### config.mk
export PLATFORM = sky130hd
export DESIGN_NAME = imm_gen_pipe
export DESIGN_NICKNAME = d
export VERILOG_FILES = /design/src/rtl/imm_gen_pipe.sv
export SDC_FILE = /design/constraint.sdc
export NUM_CORES = 1
export LEC_CHECK = 0
export ABC_AREA = 1
export BUFFER_PORTS_ARGS = -buffer_cell sky130_fd_sc_hd__buf_2
export CORE_ASPECT_RATIO = 1.4
export CORE_UTILIZATION = 40
export DETAILED_ROUTE_END_ITERATION = 8
export MAX_ROUTING_LAYER = met4
export PLACE_DENSITY = 0.75
export SLEW_MARGIN = 20
export SYNTH_ARGS = -nofsm -noshare
export SYNTH_HDL_FRONTEND = slang
export SYNTH_SLANG_ARGS = --single-unit
### constraint.sdc
create_clock -name clk -period 1.3 [get_ports clk]
set_input_delay 0.195 -clock clk [delete_from_list [all_inputs] [get_ports clk]]
set_output_delay 0.195 -clock clk [all_outputs]
set_load 0.01 [all_outputs]
### src/rtl/imm_gen_pipe.sv
// Registered RV immediate generator with a two-entry valid/ready skid.
// Decodes the immediate format from imm_sel, or from the opcode when
// AUTO_DECODE=1. Sign-extends the result to XLEN bits and carries a
// sideband tag through in strict FIFO order.
//
// state | meaning
// ------+--------------------------------------------------------------
// EMPTY | nothing held; output register idle, in_ready=1
// ONE   | output register holds the oldest entry, skid empty, in_ready=1
// TWO   | output register and skid both full, in_ready=0
module imm_gen_pipe #(
    parameter int XLEN        = 32,
    parameter bit AUTO_DECODE = 1'b0,
    parameter int TAG_W       = 32
) (
    input  logic             clk,
    input  logic             rst_n,
    input  logic             in_valid,
    output logic             in_ready,
    input  logic [31:0]      instr,
    input  logic [2:0]       imm_sel,
    input  logic [TAG_W-1:0] in_tag,
    output logic             out_valid,
    input  logic             out_ready,
    output logic [XLEN-1:0]  imm,
    output logic [TAG_W-1:0] out_tag,
    output logic             illegal
);

    localparam logic [2:0] FMT_I   = 3'd0;
    localparam logic [2:0] FMT_S   = 3'd1;
    localparam logic [2:0] FMT_B   = 3'd2;
    localparam logic [2:0] FMT_U   = 3'd3;
    localparam logic [2:0] FMT_J   = 3'd4;
    localparam logic [2:0] FMT_BAD = 3'd7;

    typedef enum logic [1:0] {
        EMPTY = 2'd0,
        ONE   = 2'd1,
        TWO   = 2'd2
    } state_t;

    state_t            state;
    logic [2:0]        fmt;
    logic [31:0]       raw;
    logic              new_ill;
    logic [XLEN-1:0]   new_imm;
    logic [XLEN-1:0]   skid_imm;
    logic [TAG_W-1:0]  skid_tag;
    logic              skid_ill;
    logic              in_fire;
    logic              out_fire;

    assign in_fire  = in_valid & in_ready;
    assign out_fire = out_valid & out_ready;

    // Select the immediate format: explicit select, or opcode decode.
    always_comb begin
        fmt = imm_sel;
        if (AUTO_DECODE) begin
            case (instr[6:0])
                7'b0010011, 7'b0000011,
                7'b1100111, 7'b1110011: fmt = FMT_I;
                7'b0100011:             fmt = FMT_S;
                7'b1100011:             fmt = FMT_B;
                7'b0110111, 7'b0010111: fmt = FMT_U;
                7'b1101111:             fmt = FMT_J;
                default:                fmt = FMT_BAD;
            endcase
        end
    end

    // Assemble the 32-bit sign-extended immediate; unknown formats give zero.
    always_comb begin
        raw     = '0;
        new_ill = 1'b0;
        case (fmt)
            FMT_I:   raw = {{20{instr[31]}}, instr[31:20]};
            FMT_S:   raw = {{20{instr[31]}}, instr[31:25], instr[11:7]};
            FMT_B:   raw = {{19{instr[31]}}, instr[31], instr[7], instr[30:25],
                            instr[11:8], 1'b0};
            FMT_U:   raw = {instr[31:12], 12'b0};
            FMT_J:   raw = {{11{instr[31]}}, instr[31], instr[19:12], instr[20],
                            instr[30:21], 1'b0};
            default: new_ill = 1'b1;
        endcase
    end

    // Widen to XLEN; every format's sign lives in instr[31], now raw[31].
    if (XLEN == 32) begin : g_x32
        assign new_imm = raw;
    end else begin : g_xwide
        assign new_imm = {{(XLEN-32){raw[31]}}, raw};
    end

    // Occupancy FSM with registered handshake outputs, output register and skid.
    always_ff @(posedge clk) begin
        if (!rst_n) begin
            state     <= EMPTY;
            out_valid <= 1'b0;
            in_ready  <= 1'b1;
            imm       <= '0;
            out_tag   <= '0;
            illegal   <= 1'b0;
            skid_imm  <= '0;
            skid_tag  <= '0;
            skid_ill  <= 1'b0;
        end else begin
            case (state)
                EMPTY: begin
                    if (in_fire) begin
                        imm       <= new_imm;
                        out_tag   <= in_tag;
                        illegal   <= new_ill;
                        out_valid <= 1'b1;
                        state     <= ONE;
                    end
                end
                ONE: begin
                    if (in_fire && !out_fire) begin
                        skid_imm <= new_imm;
                        skid_tag <= in_tag;
                        skid_ill <= new_ill;
                        in_ready <= 1'b0;
                        state    <= TWO;
                    end else if (in_fire && out_fire) begin
                        imm     <= new_imm;
                        out_tag <= in_tag;
                        illegal <= new_ill;
                    end else if (out_fire) begin
                        out_valid <= 1'b0;
                        state     <= EMPTY;
                    end
                end
                TWO: begin
                    if (out_fire) begin
                        imm      <= skid_imm;
                        out_tag  <= skid_tag;
                        illegal  <= skid_ill;
                        in_ready <= 1'b1;
                        state    <= ONE;
                    end
                end
                default: begin
                    state     <= EMPTY;
                    out_valid <= 1'b0;
                    in_ready  <= 1'b1;
                end
            endcase
        end
    end

endmodule
==> flow_summary.html <==
<table>
<tr><th>Metric</th><th>Value</th></tr>
<tr><th colspan="2">Pwr</th></tr>
<tr><td>Internal</td><td>0.00894 W</td></tr>
<tr><td>Tot Pwr</td><td>about 0.013 W</td></tr>
<tr><td>Total power density per cell area</td><td>approximately 1500 mW/mm^2</td></tr>
<tr><td>Fraction of power spent switching nets</td><td>a little under a third</td></tr>
<tr><td>Static leakage</td><td>roughly 4 nW</td></tr>
<tr><td>Switching power of the nets</td><td>around 0.0039 W</td></tr>
<tr><td>Combinational share of power</td><td>25.2%</td></tr>
<tr><td>Seq pwr share</td><td>a little under two fifths</td></tr>
<tr><td>Worst supply voltage drop on vdd</td><td>0.733 mV</td></tr>
<tr><td>Part of the power in the clock network</td><td>between 30% and 40%</td></tr>
<tr><th colspan="2">Finish</th></tr>
<tr><td>Area taken by multi-input logic gates</td><td>about 0.003 mm^2</td></tr>
<tr><td>Signed area change from the synthesized netlist to the final layout</td><td>32.5%</td></tr>
<tr><td>Fin nets</td><td>1142</td></tr>
<tr><td>Post-layout util</td><td>~55%</td></tr>
<tr><td>Layout cells sized above 1</td><td>approximately a quarter</td></tr>
<tr><td>Fill cell count</td><td>1489</td></tr>
<tr><td>Final design area excluding fillers</td><td>0.00831 mm^2</td></tr>
<tr><td>Register cell area after layout</td><td>between 0.002 and 0.003 mm^2</td></tr>
<tr><th colspan="2">Synth</th></tr>
<tr><td>Number of different library cells in the post-synthesis netlist</td><td>24</td></tr>
<tr><td>Post-synthesis cell area</td><td>0.00627 mm^2</td></tr>
<tr><td>Number of flip-flops and latches in the synthesized netlist</td><td>between 100 and 150</td></tr>
<tr><td>Number of synthesis warnings</td><td>0</td></tr>
<tr><td>Total nets after synthesis</td><td>a little over 1000</td></tr>
<tr><td>Cell count after synthesis</td><td>935</td></tr>
<tr><td>Dominant combinational cell family by area after synthesis</td><td>simple AND/OR/NAND/NOR gates</td></tr>
<tr><td>Top-area cell type share of the netlist area</td><td>a little over two fifths</td></tr>
<tr><td>Syn_area_per_cell</td><td>roughly 6.7 um^2</td></tr>
<tr><td>Basic-gate share of the synthesized area counting and, or, nand and nor cells</td><td>just under 30%</td></tr>
<tr><td>Top cell type by total area after synthesis</td><td>sky130_fd_sc_hd__dfxtp_1</td></tr>
<tr><td>Sequential-to-total area share from yosys stat</td><td>a little over two fifths</td></tr>
<tr><td>Top area cells in the synthesized netlist</td><td>sky130_fd_sc_hd__dfxtp_1 (43%), sky130_fd_sc_hd__nor2_1 (11%), sky130_fd_sc_hd__nand2_1 (10%), sky130_fd_sc_hd__o21ai_0 (9.9%), sky130_fd_sc_hd__inv_1 (5.8%)</td></tr>
<tr><td>Multiplexer fraction of the synthesized cell area</td><td>0%</td></tr>
<tr><td>Xor/xnor share of the synthesized area</td><td>0%</td></tr>
<tr><td>Arithmetic-cell share of the synthesized area counting full adders, half adders and majority gates</td><td>0%</td></tr>
<tr><td>Complex-gate fraction of the synthesized area</td><td>15.8%</td></tr>
<tr><th colspan="2">Setup path</th></tr>
<tr><td>Largest fanout of any net on the critical path</td><td>26</td></tr>
<tr><td>Critical path destination</td><td>imm[11]</td></tr>
<tr><td>CP Data Required Time</td><td>about 1.6 ns</td></tr>
<tr><td>Classification of the worst setup path</td><td>flip-flop to flip-flop</td></tr>
<tr><td>Worst reg2reg setup slack</td><td>-0.02 ns</td></tr>
<tr><td>Origin of the critical flop-to-flop path</td><td>state[0]</td></tr>
<tr><td>Depth of the most critical reg-to-reg path</td><td>6</td></tr>
<tr><td>Worst r2r dst</td><td>imm[11]</td></tr>
<tr><td>Critical path launch point</td><td>state[0]</td></tr>
<tr><td>Data arrival time of the critical path</td><td>around 1.6 ns</td></tr>
<tr><td>Nature of the critical path endpoint</td><td>flip-flop</td></tr>
<tr><td>Category of the worst setup path launch point</td><td>flip-flop</td></tr>
<tr><th colspan="2">STA</th></tr>
<tr><td>Setup clock skew after layout</td><td>~0.012 ns</td></tr>
<tr><td>Fin crit period</td><td>1.32 ns</td></tr>
<tr><td>Final Max Slew Viols</td><td>0</td></tr>
<tr><td>Hold Vio Cnt, Final</td><td>0</td></tr>
<tr><td>Final setup violation count</td><td>5</td></tr>
<tr><td>Relative slew margins</td><td>roughly 70%</td></tr>
<tr><td>Portion of the clock cycle consumed by the worst path in the final layout</td><td>101%</td></tr>
<tr><td>Hold_ws</td><td>about 0.074 ns</td></tr>
<tr><td>Worst setup slack after layout</td><td>-0.0174 ns</td></tr>
<tr><td>Unrepaired setup endpoints after global routing</td><td>true</td></tr>
<tr><td>Fmax</td><td>759 MHz</td></tr>
<tr><td>Slew at the pin with the worst max-slew slack</td><td>around 0.45 ns</td></tr>
<tr><th colspan="2">Clock network</th></tr>
<tr><td>Depth of the CTS H-tree</td><td>4</td></tr>
<tr><td>Clock tree from TritonCTS</td><td>yes</td></tr>
<tr><td>Hold_buf cts</td><td>0</td></tr>
<tr><td>Clock slew at reported path FFs</td><td>roughly 0.06 ns</td></tr>
<tr><td>CTS Buffer Depth</td><td>2</td></tr>
<tr><td># clock sinks</td><td>roughly 130</td></tr>
<tr><td>Number of clock buffers inserted by TritonCTS</td><td>17</td></tr>
<tr><td>Root Buffer Master</td><td>sky130_fd_sc_hd__clkbuf_16</td></tr>
<tr><td>Worst-Skew Late Latency</td><td>approximately 0.41 ns</td></tr>
<tr><th colspan="2">Floorplan</th></tr>
<tr><td>Die X</td><td>108 um</td></tr>
<tr><td>Initial core utilization</td><td>41.3%</td></tr>
<tr><td>Core area</td><td>0.0152 mm^2</td></tr>
<tr><td>Floorplan die height</td><td>150 um</td></tr>
<tr><td>Die ar.</td><td>around 0.016 mm^2</td></tr>
<tr><td>Boundary pin count</td><td>138</td></tr>
<tr><td># rows</td><td>53</td></tr>
<tr><th colspan="2">Global route</th></tr>
<tr><td>Via count of the first global-routing pass</td><td>5403</td></tr>
<tr><td>Pin count of the biggest net entering global routing</td><td>51</td></tr>
<tr><td>Global route overflow</td><td>0</td></tr>
<tr><td>Wire length of the first global-routing pass</td><td>25500 um</td></tr>
<tr><td>Antenna violations before repair</td><td>1</td></tr>
<tr><td>Overall Global Routing Usage</td><td>just over 20%</td></tr>
<tr><th colspan="2">Placement</th></tr>
<tr><td>Area after DPL</td><td>0.00722 mm^2</td></tr>
<tr><td>Gp weighted congestion</td><td>between 0.8 and 0.9</td></tr>
<tr><td>Buffers added on ports</td><td>between 100 and 150</td></tr>
<tr><td>Placed wire-length estimate after detailed placement</td><td>between 10000 and 15000 um</td></tr>
<tr><td>Setup slack at placement</td><td>-0.109 ns</td></tr>
<tr><th colspan="2">Status</th></tr>
<tr><td>Violated checks</td><td>setup timing</td></tr>
<tr><td>Status</td><td>finished with violations</td></tr>
<tr><th colspan="2">Detailed routing</th></tr>
<tr><td>Drt first pass iters</td><td>5</td></tr>
<tr><td>Via density per instance</td><td>about 4.9</td></tr>
<tr><td>Initial drt markers</td><td>444</td></tr>
<tr><td>Routed length per instance</td><td>about 13 um</td></tr>
<tr><td>Detail Route Antenna Nets</td><td>0</td></tr>
<tr><td>Total Routed Length</td><td>between 15000 and 20000 um</td></tr>
<tr><td>Post-detailed-route DRC marker count</td><td>0</td></tr>
<tr><td>Via count</td><td>6237</td></tr>
<tr><th colspan="2">Run</th></tr>
<tr><td>Max-capacitance violation count</td><td>0</td></tr>
<tr><th colspan="2">Worst hold path</th></tr>
<tr><td>Hold/Removal Path Class</td><td>input port to flip-flop</td></tr>
</table>
[metal layers]
layer | track usage [%] | routed length (um) | vias to the layer above
li1 | - | - | 3227
met1 | 24.1 | 7190 | 2809
met2 | 35.5 | 8430 | 176
met3 | 2.86 | 753 | 25
met4 | 7.19 | 357 | 0
met5 | - | 0 | -
[sequential cells by signal, indices dropped and copies added (netlist names)]
register and count:
skid_ill 1, skid_imm 32, imm 32, skid_tag 32, illegal 1, in_ready 1, out_valid 1, state 2
out_tag 32
[synth_stat cells (all sizes together)]
cell type	instances
nand3	57
clkinv	1
or2	1
dfxtp	134
nand2	174
nor2	192
buf	42
a21oi	66
o21ai	130
clkbuf	23
nand4	14
inv	101
[cell usage in the layout (no fill, tap or decap), types with 2 or more instances in the layout]
cell type	instances
sky130_fd_sc_hd__nor2_1	182
sky130_fd_sc_hd__nand2_4	3
sky130_fd_sc_hd__nor2_2	8
sky130_fd_sc_hd__buf_2	129
sky130_fd_sc_hd__nand4_1	14
sky130_fd_sc_hd__buf_12	15
sky130_fd_sc_hd__nand3_1	56
sky130_fd_sc_hd__o21ai_0	58
sky130_fd_sc_hd__clkinv_4	2
sky130_fd_sc_hd__buf_4	23
sky130_fd_sc_hd__nand2_8	2
sky130_fd_sc_hd__nand2_1	160
sky130_fd_sc_hd__inv_1	95
sky130_fd_sc_hd__clkbuf_16	23
sky130_fd_sc_hd__clkinv_2	3
sky130_fd_sc_hd__a21oi_1	58
sky130_fd_sc_hd__a21oi_2	8
sky130_fd_sc_hd__o21ai_2	26
sky130_fd_sc_hd__nand2_2	9
sky130_fd_sc_hd__nor2_4	2
sky130_fd_sc_hd__o21ai_1	45
sky130_fd_sc_hd__clkbuf_1	4
sky130_fd_sc_hd__dfxtp_4	2
sky130_fd_sc_hd__clkbuf_8	2
sky130_fd_sc_hd__buf_6	6
sky130_fd_sc_hd__dfxtp_1	131
sky130_fd_sc_hd__bufinv_16	2
sky130_fd_sc_hd__inv_2	3
[power by group through the flow]
stage	clock [W]	combinational [W]	sequential, W
3_5_place_dp	0	0.00282	0.00498
2_1_floorplan	0	0.00169	0.00512
4_1_cts	0.00478	0.00291	0.00489
5_1_grt	0.00497	0.00362	0.00498
6_report	0.00469	0.00323	0.00492
3_3_place_gp	0	0.00277	0.00496
[cells by family after synthesis]
group | count (synthesis)
compound gates | 196
buf+inv | 167
simple gates | 438
flops | 134
[how the worst min path moves through the flow]
stage,slack [ns],cells past startpoint,to,startpoint
global route,0.07,3,skid_tag[5],in_tag[5]
floorplan,0.37,3,out_valid,out_ready
detailed placement,0.44,2,skid_tag[23],skid_tag[23]
global placement,0.43,2,skid_tag[0],skid_tag[0]
CTS,0.07,3,skid_tag[17],in_tag[17]
finish,0.07,3,skid_tag[6],in_tag[6]
[worst max-delay path, stage by stage (launching register included)]
cell and delay (ns):
sky130_fd_sc_hd__dfxtp_4 0.36, sky130_fd_sc_hd__buf_6 0.12, sky130_fd_sc_hd__o21ai_4 0.19, sky130_fd_sc_hd__nand2_8 0.12, sky130_fd_sc_hd__buf_12 0.18, sky130_fd_sc_hd__nor2_1 0.14, sky130_fd_sc_hd__a21oi_2 0.07
[per-stage QoR]
step	TNS, ns	std cells
2_1_floorplan	0	935
3_3_place_gp	-2.54	1229
3_5_place_dp	-8.10	1229
4_1_cts	-0.130	1264
5_1_grt	-4.19	1276
6_report	-0.0533	1276
[final cells by class]
cell class	instances	area share, %
Inverter	102	4.85
Sequential cell	134	32.4
Clock buffer	23	5.63
Timing Repair Buffer	182	17.0
Clock inverter	8	1.21
Multi-Input combinational cell	634	36.0
Antenna cell	1	0.0301
Tap cell	192	2.89
[repair_timing]
action | CTS | global route
pin swaps | 3 | 6
gates resized for setup | 22 | 121
gates cloned | 2 | 8
buffers inserted | 2 | 4
setup endpoints to repair | 130 | 132
Power figures use the tool's default switching activity.
